$ cat src/rtl/tick_pkg.sv
// Shared timer state encoding, default divider/timer widths and named game periods.
// Constants only; no logic, no latency, no backpressure.
package tick_pkg;

    typedef enum logic {
        TMR_IDLE = 1'b0,
        TMR_RUN  = 1'b1
    } tmr_state_e;

    localparam int SEG_DIV_LOG2_DEF = 17;
    localparam int PIX_DIV_LOG2_DEF = 1;
    localparam int TMR_W_DEF        = 26;

    localparam int TMR_BLINK = 25_000_000;
    localparam int TMR_MSG   = 50_000_000;

endpackage

$ cat src/rtl/tick_timer.sv
// Programmable one-shot/periodic timer; expire lands P cycles after the start sample.
// No backpressure: stop beats start, and a nonzero start retriggers a running timer.
module tick_timer
    import tick_pkg::*;
#(
    parameter int TMR_W = TMR_W_DEF
) (
    input  logic             clk,
    input  logic             clr,
    input  logic             tmr_start,
    input  logic [TMR_W-1:0] tmr_period,
    input  logic             tmr_periodic,
    input  logic             tmr_stop,
    output logic             tmr_busy,
    output logic             tmr_expire
);

    tmr_state_e       state_q, state_d;
    logic [TMR_W-1:0] cnt_q, cnt_d;
    logic [TMR_W-1:0] per_q, per_d;
    logic             mode_q, mode_d;
    logic             load;
    logic             at_zero;

    assign load    = tmr_start && (tmr_period != '0);
    assign at_zero = (cnt_q == '0);

    always_ff @(posedge clk) begin
        if (clr) begin
            state_q <= TMR_IDLE;
            cnt_q   <= '0;
            per_q   <= '0;
            mode_q  <= 1'b0;
        end else begin
            state_q <= state_d;
            cnt_q   <= cnt_d;
            per_q   <= per_d;
            mode_q  <= mode_d;
        end
    end

    always_comb begin
        state_d = state_q;
        cnt_d   = cnt_q;
        per_d   = per_q;
        mode_d  = mode_q;
        if (tmr_stop) begin
            state_d = TMR_IDLE;
        end else if (load) begin
            // Start from IDLE and retrigger in RUN share one path
            state_d = TMR_RUN;
            cnt_d   = tmr_period - TMR_W'(1);
            per_d   = tmr_period;
            mode_d  = tmr_periodic;
        end else if (state_q == TMR_RUN) begin
            if (!at_zero) begin
                cnt_d = cnt_q - TMR_W'(1);
            end else if (mode_q) begin
                cnt_d = per_q - TMR_W'(1);
            end else begin
                state_d = TMR_IDLE;
            end
        end
    end

    assign tmr_busy   = (state_q == TMR_RUN);
    assign tmr_expire = (state_q == TMR_RUN) && at_zero;

endmodule

$ cat src/rtl/tick_sched.sv
// Clock-enable strobes (pixel, 7-seg scan, digit select) from one free-running counter plus a game timer.
// Strobes decode from registered state; seg_sel follows seg_ce by one cycle; no backpressure.
module tick_sched
    import tick_pkg::*;
#(
    parameter int SEG_DIV_LOG2 = SEG_DIV_LOG2_DEF,
    parameter int PIX_DIV_LOG2 = PIX_DIV_LOG2_DEF,
    parameter int TMR_W        = TMR_W_DEF
) (
    input  logic             clk,
    input  logic             clr,
    output logic             pix_ce,
    output logic             seg_ce,
    output logic [1:0]       seg_sel,
    input  logic             tmr_start,
    input  logic [TMR_W-1:0] tmr_period,
    input  logic             tmr_periodic,
    input  logic             tmr_stop,
    output logic             tmr_busy,
    output logic             tmr_expire
);

    logic [SEG_DIV_LOG2-1:0] q_q, q_d;
    logic [1:0]              seg_sel_q, seg_sel_d;

    assign q_d       = q_q + SEG_DIV_LOG2'(1);
    assign seg_sel_d = seg_ce ? seg_sel_q + 2'd1 : seg_sel_q;

    always_ff @(posedge clk) begin
        if (clr) begin
            q_q       <= '0;
            seg_sel_q <= 2'd0;
        end else begin
            q_q       <= q_d;
            seg_sel_q <= seg_sel_d;
        end
    end

    // The pixel period is a power of two, so its strobe is just the low bits all-ones
    assign pix_ce  = &q_q[PIX_DIV_LOG2-1:0];
    assign seg_ce  = &q_q;
    assign seg_sel = seg_sel_q;

    tick_timer #(
        .TMR_W(TMR_W)
    ) u_timer (
        .clk         (clk),
        .clr         (clr),
        .tmr_start   (tmr_start),
        .tmr_period  (tmr_period),
        .tmr_periodic(tmr_periodic),
        .tmr_stop    (tmr_stop),
        .tmr_busy    (tmr_busy),
        .tmr_expire  (tmr_expire)
    );

endmodule

$ cat config.mk
export PLATFORM = sky130hd
export DESIGN_NAME = tick_sched
export DESIGN_NICKNAME = d
export VERILOG_FILES = /design/src/rtl/tick_pkg.sv /design/src/rtl/tick_timer.sv /design/src/rtl/tick_sched.sv
export SDC_FILE = /design/constraint.sdc
export NUM_CORES = 1
export LEC_CHECK = 0
export ABC_AREA = 1
export CORE_MARGIN = 2
export CORE_UTILIZATION = 45
export CTS_CLUSTER_DIAMETER = 80
export DETAILED_ROUTE_END_ITERATION = 6
export SLEW_MARGIN = 0
export SYNTH_ARGS = -nofsm -noshare
export SYNTH_HDL_FRONTEND = slang
export SYNTH_SLANG_ARGS = --single-unit
$ cat constraint.sdc
create_clock -name clk -period 4.5 [get_ports clk]
set_input_delay 0.9 -clock clk [delete_from_list [all_inputs] [get_ports clk]]
set_output_delay 0.9 -clock clk [all_outputs]
set_load 0.01 [all_outputs]
-- After elaboration in Yosys (flattened, before gate mapping)
Cells that the tools add are included.
- register bits after elaboration: 73
- word-level logic and storage cells: 30
- add/subtract/negate cells: 5
- equal/unequal tests: 1
- multiplexer cells: 8
- bitwise gates (word level): 1
- reduce and logical (&&, ||, !) cells: 9
- operator list (kind ; number):
    26-bit two-way mux ; 4
    26-bit by 1-bit subtractor with 26-bit output, second input constant ; 3
    26-bit zero test ; 1
    26-bit nonzero test ; 1
    17-bit by 1-bit adder with 17-bit output, second input constant ; 1
    17-bit AND reduction ; 1
    1-bit two-way mux ; 4
    3-bit by 1-bit inequality test with 1-bit output, second input constant ; 1
    3-bit AND reduction ; 1
    2-bit by 1-bit adder with 2-bit output, second input constant ; 1
    1-bit logical AND ; 2
    2-bit AND reduction ; 1
    2-bit nonzero test ; 1
    2-bit OR reduction ; 1
    1-bit inverter ; 1

-- Depth between registers and ports, before layout
Gate-level depths: netlist of the first run.
- word-level depth: 5
- mapped depth: 22
- mapped depth without buffers: 21

-- By module
A second synthesis of the first run with hierarchy kept.
- cell total of the unflattened synthesis: 718
- area total of the unflattened synthesis: 4475.5 um^2
- modules (own cells, without submodules) (module ; times used ; cells each ; area an instance (um^2) ; seq. area each (um^2)):
    tick_timer ; 1 ; 587 ; 3568.4 ; 1081.0
    tick_sched ; 1 ; 131 ; 907.1 ; 380.4

-- Worst setup path before layout of the first run
OpenSTA, ideal clock, no wires.
- kind: input to register
- from: input port tmr_period[18]
- to: register u_timer.cnt_q[18]
- data arrival time: 2.626 ns
- data required time: 4.391 ns
- setup slack: 1.765 ns
- stages on the path: 22
- path buffers: 1
- path through: inv_1 nand2_1 nor2_1 nand2_1 nor2_2 nand2_2 nand2_4 inv_4 buf_6 nand2_1 nand2_2 inv_1 ha_1 nand3_1 inv_2 nand2_1 nor2_4 nand2_1 nand2_1 nand3_1 nand2_1 inv_1
- word-level cells in the longest chain between the ends: 4
- elaborated cells on any way between the ends: 7
- ends and longest elaborated chain (what ; line ; RTL):
    start: declaration ; tick_sched.sv:16 ; input logic [TMR_W-1:0] tmr_period,
    branches (longest 4 deep; another with 26-bit by 1-bit subtractor with 26-bit output) ; - ;
    end signal: assignment ; tick_timer.sv:36 ; cnt_q <= cnt_d;
    end: declaration ; tick_timer.sv:19 ; logic [TMR_W-1:0] cnt_q, cnt_d;
Parallel ways; which one is timed is not known.
A chain may end at the register's enable or synchronous reset.

-- Final worst setup path of the first run
- from: register q_q[0]
- to: output port seg_ce
- word-level cells in the longest chain between the ends: 1
- ends and longest elaborated chain (what ; line ; RTL):
    start: declaration ; tick_sched.sv:23 ; logic [SEG_DIV_LOG2-1:0] q_q, q_d;
    start signal: assignment ; tick_sched.sv:34 ; q_q <= q_d;
    17-bit AND reduction ; tick_sched.sv:41 ; assign seg_ce = &q_q;
    end: declaration ; tick_sched.sv:13 ; output logic seg_ce,
No other way between the ends.

==> results of run 1 <==
## worst max path at each step
stage,to,slack [ns],cells after the start
final,seg_ce,0.63,13
after global routing,seg_ce,0.34,13
after CTS,seg_ce,0.56,13
after detailed placement,u_timer.cnt_q[18],0.63,20
after global placement,u_timer.cnt_q[24],0.69,20
after floorplan,u_timer.cnt_q[18],1.77,22
## stage by stage
step / total power [mW] / std cells / instance area (um2)
CTS: 1.58 / 903 / 5160
global route: 1.65 / 903 / 5160
global placement: 1.04 / 887 / 4970
detailed placement: 1.04 / 887 / 4970
finish: 1.56 / 903 / 5160
floorplan: 0.948 / 743 / 4570
## placed cells by master (no fill, tap or decap), types with 3 or more instances in the layout
master / synthesis / routed
o21ai_0: 21 / 21
a21oi_1: 54 / 54
nor2_2: 13 / 13
nand2_1: 216 / 216
inv_1: 87 / 87
nand3_1: 109 / 109
nor2_1: 56 / 56
clkdlybuf4s50_1: 0 / 35
o21ai_1: 6 / 6
nand4_1: 5 / 5
nor2_4: 4 / 4
clkbuf_8: 0 / 9
ha_1: 3 / 3
inv_2: 14 / 14
nand2_2: 10 / 10
buf_4: 2 / 7
dfxtp_1: 73 / 73
nor3_1: 6 / 6
xor2_1: 4 / 4
a31oi_1: 4 / 4
## cell families after synthesis
logic type,after synthesis,share of synthesized area [%]
compound gates,96,11.4
xor+xnor,5,0.957
fa+ha+maj,3,0.821
buf+inv,134,12.3
flops,73,31.9
simple gates,432,42.6
## synth_stat cells (all sizes together)
library cell / n
buf: 20
nand2: 228
xnor2: 1
a31o: 1
nor2: 74
nand3b: 2
nor3: 8
nand4: 5
o31ai: 1
and3: 2
a31oi: 4
xor2: 4
nor4: 1
or2: 2
dfxtp: 73
ha: 3
a221oi: 2
nand3: 110
o21bai: 1
clkbuf: 12
o21a: 2
inv: 102
o211ai: 2
o21ai: 27
a21oi: 56
## routing by layer
metal / track usage (%) / wire, um / vias up
met5: 0 / 0 / -
met4: 7.62 / 193 / 0
met3: 4.80 / 505 / 14
met2: 40.4 / 5980 / 92
met1: 29.4 / 5790 / 2069
li1: - / - / 2406
## worst max-delay path, delay by kind of cell, from the launching register on
family                   cells  cell delay (ns)
adder cells (fa/ha/maj)      2             0.40
buffers and inverters        3             0.73
flip-flops                   1             0.40
AND/OR/NAND/NOR              8             1.07
## sequential cells by signal, summed over array words and instances, names as in the netlist
signal and flops:
q_q 17, seg_sel 2, u_timer.cnt_q 26, u_timer.mode_q 1, u_timer.per_q 26, u_timer.tmr_busy 1
## final cells by class
type                       instances  area share (%)
timing repair buffer              43            7.90
clock inverter                     5            1.24
inverter                         102            7.46
sequential                        73            28.3
multi-input combinational        536            49.3
clock buffer                      11            2.54
tap                              133            3.22
## report_power, final
group | switching [mW] | leakage [nW] | total (mW) | internal, mW
Clock | 0.269 | 0.0945 | 0.531 | 0.262
Sequential | 0.0171 | 0.598 | 0.696 | 0.679
Combinational | 0.224 | 1.63 | 0.337 | 0.113
==> results by group, run 1 <==
Outcome
  • Status: completed

Yosys
  • Netlist Area Pre-Place: roughly 0.0046 mm2
  • YS warnings: 0
  • Syn_nets: roughly 800
  • Synth Instances: around 740
  • Synth Area per Inst: 6.16 um2
  • Area share of the largest cell type after synthesis: roughly a third
  • Synth cell types: between 40 and 50
  • Seq/Total Area, Yosys: approximately a third
  • Seq cells post-synth: 73
  • Synth top area cells: dfxtp_1 32%, nand2_1 18%, nand3_1 12%, inv_1 7.1%, a21oi_1 5.9%
  • Post-synth top area cell: dfxtp_1

Floorplan
  • Num ports: 37
  • Core footprint: slightly below 0.01 mm2
  • Die H: ~100 um
  • Die extent in x: between 100 and 150 um
  • DIE AREA: 0.0110 mm2
  • Initial Utilization: between 40% and 50%
  • Rows: 36

Critical path
  • Worst setup path start: q_q[0]
  • CP arrival: about 3.0 ns
  • Crit path largest cell delay: approximately 0.55 ns
  • Crit path kind: reg -> out
  • Worst Setup End Kind: output port
  • Critical-path cell list: ha_1 -> nand2_1 -> nor3_1 -> inv_1 -> nor2_1 -> nand2_1 -> nor3_1 -> nand4_1 -> inv_1 -> nand3_1 -> nor2_1 -> ha_1 -> clkdlybuf4s50_1
  • CP Data Required Time: around 3.6 ns
  • Flop-to-flop setup slack: roughly 1.5 ns
  • CP Launch Type: flip-flop
  • Crit Path Max Fanout: 4
  • Worst reg2reg startpoint: u_timer.cnt_q[14]
  • Max stage delay cell, worst path: clkdlybuf4s50_1
  • Worst R2R End: u_timer.cnt_q[24]
  • Cell count of the worst reg-to-reg path: 19

Drt
  • DRC: 0
  • Avg Vias per Cell: 5.07
  • Routed WL per cell: approximately 14 um
  • DRT antenna net count: 0
  • Drt total wl: around 12,000 um
  • Vias post-DR: approximately 4,600
  • 1st-iter DRT viols: ~230
  • Drt pass-1 iters: 5

Timing
  • RSZ-0062 raised after global routing: false
  • Fmax: roughly 260 MHz
  • Setup TNS: 0 ns
  • Final hold violation count: 0
  • Least-Margin Pin Slew: ~0.98 ns
  • Post-layout worst setup margin: roughly 0.63 ns
  • Period Utilization, post-route: between 80 and 90%
  • Final Skew: a little under 0.009 ns
  • Max transition margin: approximately a third
  • Final setup fails: 0
  • Worst hold margin: between 0.4 and 0.5 ns
  • Max-slew violation count: 0
  • Fin crit period: approximately 3.9 ns

Clocking
  • Max Root-Sink Buffers: 2
  • H-tree level count: 3
  • Clock latency on the worst-skew pair: around 0.36 ns
  • Hold-fix buffers, CTS: 0
  • CTS resizes: 0
  • Post-CTS setup buffer count: 0
  • CTS root buffer: clkbuf_8
  • Clk sink count: 73
  • CTS tree: done
  • TritonCTS buffer count: 9
  • Clock slew seen by the registers of the worst setup and hold paths: about 0.08 ns

GRT
  • Vias in the first global route: 4,475
  • First-pass GRT wire length: about 21,000 um
  • Total grt overflow: 0
  • Pin count of the biggest net entering global routing: 46
  • Total track usage: a little under a quarter
  • Initial antenna violation count: 0

Placed design
  • DP Wirelength: between 8000 and 9000 um
  • RD Place Congestion: 0.841
  • DP Worst Slack: approximately 0.63 ns
  • PortBufs: 36

Cells and area
  • Ant diodes: 0
  • Share of cells above drive strength 1: around 9.6%
  • Nets@finish: about 800
  • Final-layout fill cell count: 1,068
  • Layout Utilization: 52.6%
  • Register Area: ~0.0015 mm2
  • Layout Area Growth over Synthesis: 12.9%
  • Area of the multi-input gates: around 0.0025 mm2

Power
  • VDD IR max: 0.191 mV
  • PwrDens: around 300 mW/mm2
  • Leakage: 2.32 nW

Flow run
  • MaxCap Viol Count: 0

Hold path
  • Hold WC Path Type: reg -> reg
  • Hold path depth: 2
  • Hold wc startpoint: u_timer.per_q[0]
  • Hold EP: u_timer.per_q[0]
Note: power is estimated with default switching activity, not from simulation.
==> run 2, diff against run 1 <==
- ABC_AREA: 1 -> not set
- CORE_UTILIZATION: 45 -> 58
- PLACE_DENSITY: not set -> 0.8
==> results by group, run 2 <==
Cells and area
  • Commonest non-fill, non-tap cells in the layout: 73 x dfxtp_1, 65 x nor2_1, 55 x nand2_1, 49 x o21ai_0, 44 x a21oi_1
  • Leading cell type in the layout, fill and taps excluded: dfxtp_1
  • Layout Area Growth over Synthesis: 17.1%
  • Share of cells above drive strength 1: between 10% and 20%
  • Top flop regs: u_timer.cnt_q x26, u_timer.per_q x26, q_q x17
  • Ant diodes: 0
  • Layout Utilization: a little over two thirds
  • Register Area: around 0.0015 mm2
  • Area of the multi-input gates: approximately 0.0025 mm2
  • Nets@finish: ~590
  • Final-layout fill cell count: 565

Critical path
  • Max stage delay cell, worst path: or4_4
  • CP bufs+invs: 2
  • Cell count of the worst reg-to-reg path: 13
  • CP Launch Type: primary input
  • Critical Path Stages: 14
  • CP Data Required Time: 4.70 ns
  • CP arrival: 4.32 ns
  • Flop-to-flop setup slack: 0.75 ns
  • Family with the most delay on the worst path: simple AND/OR/NAND/NOR gates
  • Crit Path Max Fanout: 12
  • Crit path largest cell delay: between 0.5 and 0.6 ns
  • Critical-path cell list: clkdlybuf4s50_1 -> or4_4 -> nand4b_4 -> o21a_1 -> and2_1 -> nor2_1 -> ha_1 -> o311ai_0 -> o21ai_1 -> buf_4 -> nand3_1 -> mux2_2 -> o211ai_1 -> a21oi_1
  • Crit path kind: in -> reg
  • Worst Setup End Kind: flip-flop

Power
  • Leakage: 1.68 nW
  • VDD IR max: ~0.21 mV
  • PwrDens: 313 mW/mm2

Floorplan
  • Core footprint: a little under 0.007 mm2
  • Die extent in x: approximately 88 um
  • DIE AREA: around 0.0078 mm2
  • Die H: roughly 90 um
  • Rows: 30
  • Num ports: 37
  • Initial Utilization: 60.0%

Yosys
  • Post-synth top area cell: dfxtp_1
  • Ys async rst share: 0%
  • Netlist Area Pre-Place: between 0.004 and 0.005 mm2
  • Post-synth EDFFs: 0
  • Seq/Total Area, Yosys: around 36%
  • Main combinational cell family by area after synthesis: compound AO/OA/AOI/OAI gates
  • Simple-gate area share of the yosys netlist: between 20% and 30%
  • Most numerous cell in the Yosys netlist: dfxtp_1
  • YS warnings: 0
  • Synth Instances: 523
  • Synth Area per Inst: slightly below 8 um2
  • Seq cells post-synth: 73
  • Top cells by count, synth: 73 x dfxtp_1, 66 x nor2_1, 55 x nand2_1
  • Xor and xnor fraction of the mapped netlist area: between 6 and 7%
  • Area share of the largest cell type after synthesis: a little over a third
  • Synth cell types: between 60 and 70
  • Synth top area cells: dfxtp_1 36%, nor2_1 6.0%, o21ai_0 6.0%, a21oi_1 5.5%, nand2_1 5.0%
  • Multiplexer share of the synthesized area: approximately 1.8%
  • Prevailing post-synth register cell: dfxtp_1
  • Syn_nets: approximately 560
  • Adder-cell area share of the yosys netlist: less than 1%
  • Synth Area in Compound Gates: 26.2%

Outcome
  • Status: completed

Drt
  • DRC: 0
  • Vias post-DR: 4,204
  • Avg Vias per Cell: 6.38
  • Drt total wl: roughly 11,000 um
  • Drt pass-1 iters: 5
  • DRT antenna net count: 0
  • 1st-iter DRT viols: about 410
  • Routed WL per cell: 16.9 um

Hold path
  • Hold WC Path Type: reg -> reg
  • Hold path depth: 1

Timing
  • Max transition margin: between 10% and 20%
  • Final setup fails: 0
  • RSZ-0062 raised after global routing: false
  • Setup TNS: 0 ns
  • Fmax: roughly 240 MHz
  • Period Utilization, post-route: roughly 92%
  • Least-Margin Pin Slew: between 1 and 1.5 ns
  • Worst hold margin: about 0.46 ns
  • Final hold violation count: 0
  • Fin crit period: approximately 4.1 ns
  • Final Skew: between 0.01 and 0.015 ns
  • Max-slew violation count: 0

Placed design
  • DP Wirelength: approximately 7700 um
  • PortBufs: 36
  • RD Place Congestion: 0.951

Clocking
  • Clk sink count: 73
  • CTS resizes: 0
  • Max Root-Sink Buffers: 2
  • Hold-fix buffers, CTS: 0
  • Clock slew seen by the registers of the worst setup and hold paths: roughly 0.090 ns
  • H-tree level count: 3
  • Post-CTS setup buffer count: 0
  • CTS root buffer: clkbuf_8
  • TritonCTS buffer count: 9
  • Clock latency on the worst-skew pair: roughly 0.35 ns
  • CTS tree: done

GRT
  • Total grt overflow: 0
  • Initial antenna violation count: 0
  • Total track usage: a little under a third
  • First-pass GRT wire length: around 19,000 um
  • Vias in the first global route: between 3,000 and 4,000
  • Pin count of the biggest net entering global routing: 46

Flow run
  • MaxCap Viol Count: 0
run 2: worst reg2reg max path: stages (launching register included):
cell and delay, ns:
dfxtp_1 0.34, nor4_1 0.64, and3_1 0.65, a31oi_1 0.16
o21ai_0 0.31, inv_1 0.09, ha_1 0.24, o311ai_0 0.12
o21ai_1 0.16, buf_4 0.21, nand3_1 0.10, mux2_2 0.33
o211ai_1 0.17, a21oi_1 0.09
run 2: cell families after synthesis:
group | count (synthesis)
AO/OA/AOI/OAI | 167
XOR/XNOR | 32
adder cells (fa/ha/maj) | 3
buffers and inverters | 38
flip-flops | 73
multiplexers | 7
AND/OR/NAND/NOR | 203
run 2: final cells by class:
cell class	instances	share of cell area [%]
clock buffer	9	2.58
clock inverter	7	1.28
inverter	3	0.234
multi-input combinational	412	52.0
sequential	73	30.4
tap	96	2.50
timing repair buffer	59	11.0
run 2: layer usage:
| metal | global-route usage [%] | part of all wire, % | up-vias |
|---|---|---|---|
| li1 | - | - | 1989 |
| met1 | 40.6 | 42 | 1982 |
| met2 | 48.3 | 46 | 200 |
| met3 | 4.90 | 8.3 | 33 |
| met4 | 12.5 | 3.1 | 0 |
| met5 | 0 | 0 | - |
run 2: per-stage QoR:
step	instance area (um2)	setup WS, ns	std cells	total power, mW
2_1_floorplan	4100	0.531	523	0.914
3_3_place_gp	4620	0.228	643	1.01
3_5_place_dp	4620	0.0916	643	1.02
4_1_cts	4800	0.449	659	1.50
5_1_grt	4800	0.181	659	1.57
6_report	4800	0.382	659	1.50
run 2: worst paths after layout:
| kind | startpoint | to |
|---|---|---|
| setup reg to reg | u_timer.cnt_q[17] | u_timer.cnt_q[12] |
| hold reg to reg | q_q[0] | q_q[0] |
| hold / removal | q_q[0] | q_q[0] |
| setup / recovery | tmr_period[15] | u_timer.cnt_q[12] |
run 2: power by group:
group	switching, mW	total, mW	internal (mW)
clock	0.278	0.488	0.210
sequential	0.0309	0.708	0.677
combinational	0.184	0.309	0.125
